`src/rtl/sbus_pkg.sv`:
```
// Shared types and helpers for the MBOX-side SBUS memory-cycle sequencer.
package sbus_pkg;

   localparam int ADR_W_DEF = 22;

   typedef enum logic [2:0] {
      IDLE,
      START,
      WAIT_ACK,
      DATA,
      DONE
   } sbus_state_t;

   typedef logic [1:0] word_idx_t;

   // First set bit of mask scanning upward from 'from' (inclusive), wrapping 3->0.
   function automatic word_idx_t next_word(input logic [3:0] mask, input word_idx_t from);
      word_idx_t idx;
      next_word = from;
      for (int k = 3; k >= 0; k--) begin
         idx = from + word_idx_t'(k);
         if (mask[idx]) next_word = idx;
      end
   endfunction

endpackage

```
`src/rtl/sbus_tmo_ctr.sv`:
```
// Saturating no-response timer; tc flags the LIMIT-th enabled cycle since the last clear.
module sbus_tmo_ctr #(
   parameter int W     = 6,
   parameter int LIMIT = 63
) (
   input  logic clk,
   input  logic reset,
   input  logic clr,
   input  logic en,
   output logic tc
);

   logic [W-1:0] cnt;

   always_ff @(posedge clk) begin
      if (reset || clr) begin
         cnt <= '0;
      end else if (en && (cnt != W'(LIMIT))) begin
         cnt <= cnt + 1'b1;
      end
   end

   assign tc = (cnt >= W'(LIMIT - 1));

endmodule

```
`src/rtl/sbus_mem_ctl.sv`:
```
// Sequences one SBUS quadword memory cycle for the MBOX: start, acknowledge,
// per-word data transfer, timeout (NXM) and error reporting.
module sbus_mem_ctl
   import sbus_pkg::*;
#(
   parameter int ADR_W    = ADR_W_DEF,
   parameter int ACK_TMO  = 63,
   parameter int DATA_TMO = 63
) (
   input  logic             clk,
   input  logic             reset,
   input  logic             req,
   input  logic             req_wr,
   input  logic [ADR_W-1:0] req_adr,
   input  logic [3:0]       req_rq,
   output logic             req_ack,
   output logic             adr_hold,
   output logic             start_a,
   output logic             start_b,
   output logic [3:0]       rq,
   output logic             rd_rq,
   output logic             wr_rq,
   output logic             data_to_mem,
   output logic             dv_a_out,
   output logic             dv_b_out,
   input  logic             ackn_a,
   input  logic             dv_a_in,
   input  logic             dv_b_in,
   input  logic             sb_error,
   input  logic             sb_adr_par_err,
   output logic             word_stb,
   output logic [1:0]       word_idx,
   output logic             done,
   output logic             nxm,
   output logic             mem_err
);

   localparam int TMR_W = $clog2(((ACK_TMO > DATA_TMO) ? ACK_TMO : DATA_TMO) + 1);

   sbus_state_t state, state_nxt;
   logic        wr_q;
   logic        adr0_q;
   logic [3:0]  rq_q;
   logic [3:0]  pend;
   logic [3:0]  pend_left;
   logic [3:0]  rq_eff;
   word_idx_t   cur_idx;
   logic        ack_clr, ack_en, ack_tc;
   logic        data_clr, data_en, data_tc;
   logic        take_word, tmo_hit, par_wrong;
   logic        unused_adr;

   // Only the quadword word offset matters here; the full PMA goes out on the address path.
   assign unused_adr = ^req_adr[ADR_W-1:2];
   assign rq_eff     = (req_rq == 4'b0000) ? 4'b1111 : req_rq;
   assign pend_left  = pend & ~(4'b0001 << cur_idx);

   sbus_tmo_ctr #(.W(TMR_W), .LIMIT(ACK_TMO)) ack_tmr (
      .clk   (clk),
      .reset (reset),
      .clr   (ack_clr),
      .en    (ack_en),
      .tc    (ack_tc)
   );

   sbus_tmo_ctr #(.W(TMR_W), .LIMIT(DATA_TMO)) data_tmr (
      .clk   (clk),
      .reset (reset),
      .clr   (data_clr),
      .en    (data_en),
      .tc    (data_tc)
   );

   always_comb begin
      state_nxt   = state;
      req_ack     = 1'b0;
      adr_hold    = 1'b0;
      start_a     = 1'b0;
      start_b     = 1'b0;
      rq          = 4'b0000;
      rd_rq       = 1'b0;
      wr_rq       = 1'b0;
      data_to_mem = 1'b0;
      dv_a_out    = 1'b0;
      dv_b_out    = 1'b0;
      word_stb    = 1'b0;
      word_idx    = 2'd0;
      done        = 1'b0;
      ack_clr     = 1'b0;
      ack_en      = 1'b0;
      data_clr    = 1'b0;
      data_en     = 1'b0;
      take_word   = 1'b0;
      tmo_hit     = 1'b0;
      par_wrong   = 1'b0;

      if (state == START || state == WAIT_ACK || state == DATA) begin
         adr_hold = 1'b1;
         rq       = rq_q;
         rd_rq    = ~wr_q;
         wr_rq    = wr_q;
      end

      case (state)
         IDLE: begin
            if (req) begin
               req_ack   = 1'b1;
               state_nxt = START;
            end
         end
         START: begin
            start_a   = ~adr0_q;
            start_b   = adr0_q;
            ack_clr   = 1'b1;
            state_nxt = WAIT_ACK;
         end
         // Address parity abort beats acknowledge, which beats the timeout.
         WAIT_ACK: begin
            ack_en = 1'b1;
            if (sb_adr_par_err) begin
               state_nxt = DONE;
            end else if (ackn_a) begin
               data_clr  = 1'b1;
               state_nxt = DATA;
            end else if (ack_tc) begin
               tmo_hit   = 1'b1;
               state_nxt = DONE;
            end
         end
         DATA: begin
            data_to_mem = wr_q;
            if (wr_q) begin
               take_word = 1'b1;
               dv_a_out  = ~cur_idx[0];
               dv_b_out  = cur_idx[0];
            end else if (dv_a_in || dv_b_in) begin
               take_word = 1'b1;
               par_wrong = cur_idx[0] ? dv_a_in : dv_b_in;
            end
            if (take_word) begin
               word_stb = 1'b1;
               word_idx = cur_idx;
               data_clr = 1'b1;
               if (pend_left == 4'b0000) state_nxt = DONE;
            end else begin
               data_en = 1'b1;
               if (data_tc) begin
                  tmo_hit   = 1'b1;
                  state_nxt = DONE;
               end
            end
         end
         DONE: begin
            done      = 1'b1;
            state_nxt = IDLE;
         end
         default: state_nxt = IDLE;
      endcase
   end

   always_ff @(posedge clk) begin
      if (reset) begin
         state   <= IDLE;
         wr_q    <= 1'b0;
         adr0_q  <= 1'b0;
         rq_q    <= 4'b0000;
         pend    <= 4'b0000;
         cur_idx <= 2'd0;
         nxm     <= 1'b0;
         mem_err <= 1'b0;
      end else begin
         state <= state_nxt;
         if (req_ack) begin
            wr_q    <= req_wr;
            adr0_q  <= req_adr[0];
            rq_q    <= rq_eff;
            pend    <= rq_eff;
            cur_idx <= next_word(rq_eff, req_adr[1:0]);
            nxm     <= 1'b0;
            mem_err <= 1'b0;
         end else begin
            if (take_word) begin
               pend    <= pend_left;
               cur_idx <= next_word(pend_left, cur_idx + 2'd1);
            end
            if (tmo_hit) nxm <= 1'b1;
            if ((state != IDLE) && (sb_error || sb_adr_par_err || par_wrong)) mem_err <= 1'b1;
         end
      end
   end

endmodule
```
`config.mk`:
```
export PLATFORM = sky130hd
export DESIGN_NAME = sbus_mem_ctl
export DESIGN_NICKNAME = d
export VERILOG_FILES = /design/src/rtl/sbus_pkg.sv /design/src/rtl/sbus_tmo_ctr.sv /design/src/rtl/sbus_mem_ctl.sv
export SDC_FILE = /design/constraint.sdc
export NUM_CORES = 1
export LEC_CHECK = 0
export CAP_MARGIN = 20
export CORE_MARGIN = 10
export CORE_UTILIZATION = 45
export CTS_CLUSTER_DIAMETER = 100
export DETAILED_ROUTE_END_ITERATION = 16
export PLACE_DENSITY_LB_ADDON = 0.2
export SLEW_MARGIN = 10
export SYNTH_ARGS = -nofsm -noshare
export SYNTH_HDL_FRONTEND = slang
export SYNTH_HIERARCHICAL = 1
export SYNTH_SLANG_ARGS = --single-unit
```
`constraint.sdc`:
```
create_clock -name clk -period 2.5 [get_ports clk]
set_input_delay 0.5 -clock clk [delete_from_list [all_inputs] [get_ports clk]]
set_output_delay 0.5 -clock clk [all_outputs]
set_load 0.03 [all_outputs]
```
* After elaboration in Yosys (flattened, before gate mapping)
Cells that the tools add are included.
Widths: inputs -> output; s select.
** Word-level totals
- Bits of input ports :: 35
- Logic and storage cells :: 138
- Bits in registers :: 29
** Operators by class
- Add/subtract/negate cells :: 9
- Equality and inequality tests :: 10
- Shift operators :: 1
- Bitwise logic cells :: 5
- Magnitude comparators :: 10
- Reduce and logical (&&, ||, !) cells :: 17
- Multiplexer cells :: 76
** Operator list (count)
- $mux 1 :: 42
- $lt 2x3->1 const B :: 8
- $mux 2 :: 12
- $mux 3 :: 7
- $bmux 1 s2 :: 8
- $mux 4 :: 4
- $add 6x1->6 const B :: 2
- $ge 6x6->1 const B :: 2
- $ne 6x6->1 const B :: 2
- $pmux 3 s4 :: 1
- $add 2x2->2 const B :: 4
- $logic_not 4->1 :: 2
- $logic_or 1x1->1 :: 7
- $add 2x1->2 const B :: 3
- $eq 3x2->1 const B :: 2
- $and 4x4->4 :: 1
- $ne 4x4->1 const B :: 1
- $not 4->4 :: 1
- $pmux 1 s2 :: 2
- $reduce_and 4->1 :: 1
- $shl 1x2->4 const A :: 1
- $eq 3x1->1 const B :: 1
- $eq 3x3->1 const B :: 1
- $logic_and 1x1->1 :: 3
- 8 further kinds :: 10

* Depth between registers and ports, before layout
- Depth after elaboration :: 11
- Mapped depth :: 8

* By module
The synthesis kept the hierarchy.
** Modules (own cells, without submodules)
- sbus_mem_ctl :: instances 1, area each 1237.4 µm², seq. area each 340.3 µm², cells each 158
- sbus_tmo_ctr :: instances 2, area each 361.6 µm², seq. area each 120.1 µm², cells each 42

* Least setup slack after synthesis
No wires, ideal clock.
- Kind :: input -> register
- Start point :: in dv_b_in
- End point :: reg data_tmr.cnt[5]
- Path buffers :: 1
- Required time :: 2.376 ns
- Slack :: 0.616 ns
- Stages on the path :: 6
- Setup time :: 0.124 ns
- Arrival time :: 1.760 ns
- Cell sequence :: or3_4 > nor3_1 > buf_6 > and4_4 > and4_4 > a211oi_2
** On the way
- Word-level cells in the longest chain between the ends :: 7
- Elaborated cells on any way between the ends :: 10
- Those cells by class :: mux (7); reduce/logical (3)
** Ends and longest elaborated chain
- start, declared :: line sbus_mem_ctl.sv:28 : input logic dv_b_in,
- $logic_or 1x1->1 :: line sbus_mem_ctl.sv:136 : end else if (dv_a_in || dv_b_in) begin
- $mux 1 :: line sbus_mem_ctl.sv:136
- $mux 1 :: line sbus_mem_ctl.sv:132 : if (wr_q) begin
- $mux 1 :: line sbus_mem_ctl.sv:104 : case (state)
- $mux 1 :: line sbus_mem_ctl.sv:140 : if (take_word) begin
- $mux 1 :: line sbus_mem_ctl.sv:104
- net data_en :: line sbus_mem_ctl.sv:49 : logic data_clr, data_en, data_tc;
- $logic_and 1x1->1 :: line sbus_tmo_ctr.sv:18 : end else if (en && (cnt != W'(LIMIT))) begin
- end signal, assigned :: line sbus_tmo_ctr.sv:19 : cnt <= cnt + 1'b1;
- end, declared :: line sbus_tmo_ctr.sv:13 : logic [W-1:0] cnt;
The timed path passes the listed nets, and every way through them passes these cells. The select of a mux whose other input is x is not followed.
A chain may end at the register's enable or synchronous reset.

* Final worst setup path
- Start point :: reg state[1]
- End point :: out rq[3]
** On the way
- Word-level cells in the longest chain between the ends :: 4
- Elaborated cells on any way between the ends :: 6
- Those cells by class :: eq/ne (3); mux (1); reduce/logical (2)
** Ends and longest elaborated chain
- start, declared :: line sbus_mem_ctl.sv:40 : sbus_state_t state, state_nxt;
- start signal, assigned :: line sbus_mem_ctl.sv:172 : state <= state_nxt;
- $eq 3x1->1 / $eq 3x2->1 (equally long branches) :: line sbus_mem_ctl.sv:97 : if (state == START || state == WAIT_ACK || state == DATA) begin
- $logic_or 1x1->1 :: line sbus_mem_ctl.sv:97
- $logic_or 1x1->1 * :: line sbus_mem_ctl.sv:97
- $mux 4 * :: line sbus_mem_ctl.sv:97
- end, declared :: line sbus_mem_ctl.sv:20 : output logic [3:0] rq,
Every way passes the cells marked *; elsewhere a longest branch is shown, timed or not.

==> impl_metrics.json <==
{
  "run_status": "complete, no violations",
  "drt_wl_total_um": 4910,
  "cts_tree": "yes",
  "place_hpwl_um": 3700,
  "rsz0062_at_grt": "false",
  "synth.avg_cell_area_um2": 8.10,
  "drive_gt1_share_pct": 16.9,
  "layout.nets": 327,
  "final_util_pct": 59.2,
  "clock_skew_ns": 0.00767,
  "place_area_mm2": 0.00235,
  "path_clk_slew_ns": 0.06,
  "place_inst": 327,
  "switching_share_pct": 33.0,
  "io_buffers": 33,
  "power_leakage_uw": 0.000912,
  "critPathBufInv": 1,
  "synth_cell_type_count": 57,
  "fp.dieH_um": 86.0,
  "die_w_um": 86.0,
  "grt_max_degree": 16,
  "timing.critical_path.from": "state[1]",
  "crit_type": "flop to output port",
  "power_frac_comb_pct": 29.5,
  "num_io_pins": 54,
  "ys_seq_area_share_pct": 29.6,
  "die-area_mm2": 0.00740,
  "setup_slack_ns": 0.133,
  "r2r_start": "cur_idx[0]",
  "vias_per_cell": 5.55,
  "area_delta_synth_final_pct": 24.3,
  "yosysTopAreaCell": "dfxtp_1",
  "end_kind": "output port",
  "period_minus_slack_ns": 2.37,
  "postCtsSetupRepairBufs": 0,
  "first_iter_violations": 109,
  "drt-pass1-iter-count": 4,
  "timing.final.crit_share_pct": 94.7,
  "ir_drop_v": 0.000355,
  "power.share.clock_pct": 30.1,
  "numCtsBuffers": 5,
  "powerDensity_mw_per_mm2": 540,
  "p_switching_uw": 435,
  "synth_async_sr_flop_share_pct": 0,
  "reg2regPathDepth": 6,
  "slew_violations": 0,
  "ys_warn_count": 6,
  "grt_util_all_layers_pct": 13.6,
  "post_drt_wl_per_cell_um": 14.7,
  "place_ws_ns": -0.0893,
  "wl_met1_um": 2370,
  "synth_edf_count": 0,
  "crit_required_ns": 2.00,
  "arrival_ns": 1.87,
  "antenna_found_initial": 0,
  "p_int_uw": 880,
  "reg2reg_setup_slack_ns": 0.44,
  "seqPwrFrac_pct": 40.4,
  "crit_fanout": 6,
  "critical-path-max-stage-delay_ns": 0.67,
  "ant_nets": 0,
  "worstSetupPathDepth": 4,
  "grt_overflow": 0,
  "start_util_pct": 47.6,
  "clk_latency_ns": 0.28,
  "hold_violations": 0,
  "wl_met2_um": 2080,
  "cts-root-buf": "clkbuf_8",
  "gp_congestion": 0.832,
  "crit_end": "rq[3]",
  "top_layer": "met4",
  "fin_cells": 334,
  "synth_nets": 285,
  "ys_seq_elements": 29,
  "synth_area_mm2": 0.00196,
  "ys.flop_type": "dfxtp_1",
  "htree_levels": 2,
  "wl_met3_um": 351,
  "vias": 1855,
  "cts.path.max_buffers": 2,
  "cp_top_family": "buffers and inverters",
  "synth_top_area_share_pct": 29.6,
  "antenna_cells": 0,
  "syn_inst": 242,
  "ctsHoldBuffers": 0,
  "worstMarginPinSlew_ns": 0.546,
  "setup_viol": 0,
  "min-delay-path-class": "flop to flop",
  "rows": 23,
  "grt_pass1_vias": 1751,
  "reg2reg_to": "cur_idx[0]",
  "cts.repair.resized": 4,
  "cp-start-kind": "flop",
  "most-common-layout-cells": "29 x dfxtp_1, 29 x clkdlybuf4s50_1, 22 x nand2_1",
  "holdWs_ns": 0.455,
  "path_cells": "nor2_1 > nor2_2 > and2_1 > clkdlybuf4s50_1",
  "cts.sinks": 29,
  "finalInstanceArea_mm2": 0.00244,
  "placeableCoreArea_mm2": 0.00412,
  "max_slew_margin_pct": 63.5,
  "cap_violations": 0,
  "critPathSlowestCell": "clkdlybuf4s50_1",
  "fmax_mhz": 422,
  "grt_pass1_wl_um": 8380,
  "synth.top_cells.by_area": "dfxtp_1 30%, a21oi_1 5.1%, ha_1 5.1%",
  "drc_errors": 0
}
-- how the worst min path moves through the flow --
stage / from / endpoint / cells after the start
after floorplan: rq_q[0] / rq_q[0] / 2
after global placement: rq_q[3] / rq_q[3] / 2
after detailed placement: rq_q[3] / rq_q[3] / 2
after CTS: rq_q[3] / rq_q[3] / 2
after global routing: rq_q[3] / rq_q[3] / 2
final: rq_q[3] / rq_q[3] / 2
-- tightest hold or removal path: stages, from the launching register on --
cell and delay (ns):
dfxtp_1 0.30, nand2_1 0.05, a21oi_1 0.05
-- power groups by stage --
stage	combinational (uW)	clock, uW	sequential (uW)
3_3_place_gp	381	0	539
4_1_cts	387	408	531
5_1_grt	425	424	536
6_report	388	396	531
3_5_place_dp	384	0	541
2_1_floorplan	283	0	527
-- synthesized netlist by cell type (all sizes together) (2+ instances only) --
library cell   n
dfxtp         29
nand2         24
nor2          22
a21oi         21
inv           19
o21ai         13
and2           9
ha             8
nand3          8
nand4          8
a31oi          7
buf            7
nor3           7
and4           6
a211oi         5
nand2b         4
nor2b          4
a221oi         3
and3           3
nor4b          3
o22ai          3
o31ai          3
mux2i          2
o221ai         2
o31a           2
or2            2
or3            2
-- metrics by stage --
| step | setup TNS [ns] | total power (uW) |
|---|---|---|
| 2_1_floorplan | 0 | 810 |
| 3_3_place_gp | -0.243 | 920 |
| 3_5_place_dp | -0.244 | 925 |
| 4_1_cts | 0 | 1330 |
| 5_1_grt | 0 | 1390 |
| 6_report | 0 | 1310 |
-- cells by family (layout without fill, tap and decap cells) --
family	after synthesis	count (layout)	synth area share, %
flip-flops	29	29	29.6
buffers and inverters	28	70	8.04
AND/OR/NAND/NOR	107	107	30.7
multiplexers	3	3	2.17
adder cells (fa/ha/maj)	8	8	5.11
AO/OA/AOI/OAI	67	67	24.4
-- metal layers --
layer | vias up | global-route usage, %
li1 | 968 | -
met1 | 833 | 17.5
met2 | 45 | 19.3
met3 | 9 | 5.39
met4 | 0 | 5.99
met5 | - | 0
-- registers in the layout (all words and copies together), names as in the netlist --
name          flops
data_tmr/cnt      6
wr_q              1
state             3
cur_idx           2
nxm               1
adr0_q            1
rq_q              4
ack_tmr/cnt       6
mem_err           1
pend              4
-- cell type report --
cell class	count	area (um^2)
fill	384	1680
multi-input combinational	185	1220
sequential	29	581
timing repair buffer	43	399
clock buffer	7	86.3
inverter	20	82.6
tap	50	62.6
Note: power is estimated with default switching activity, not from simulation.
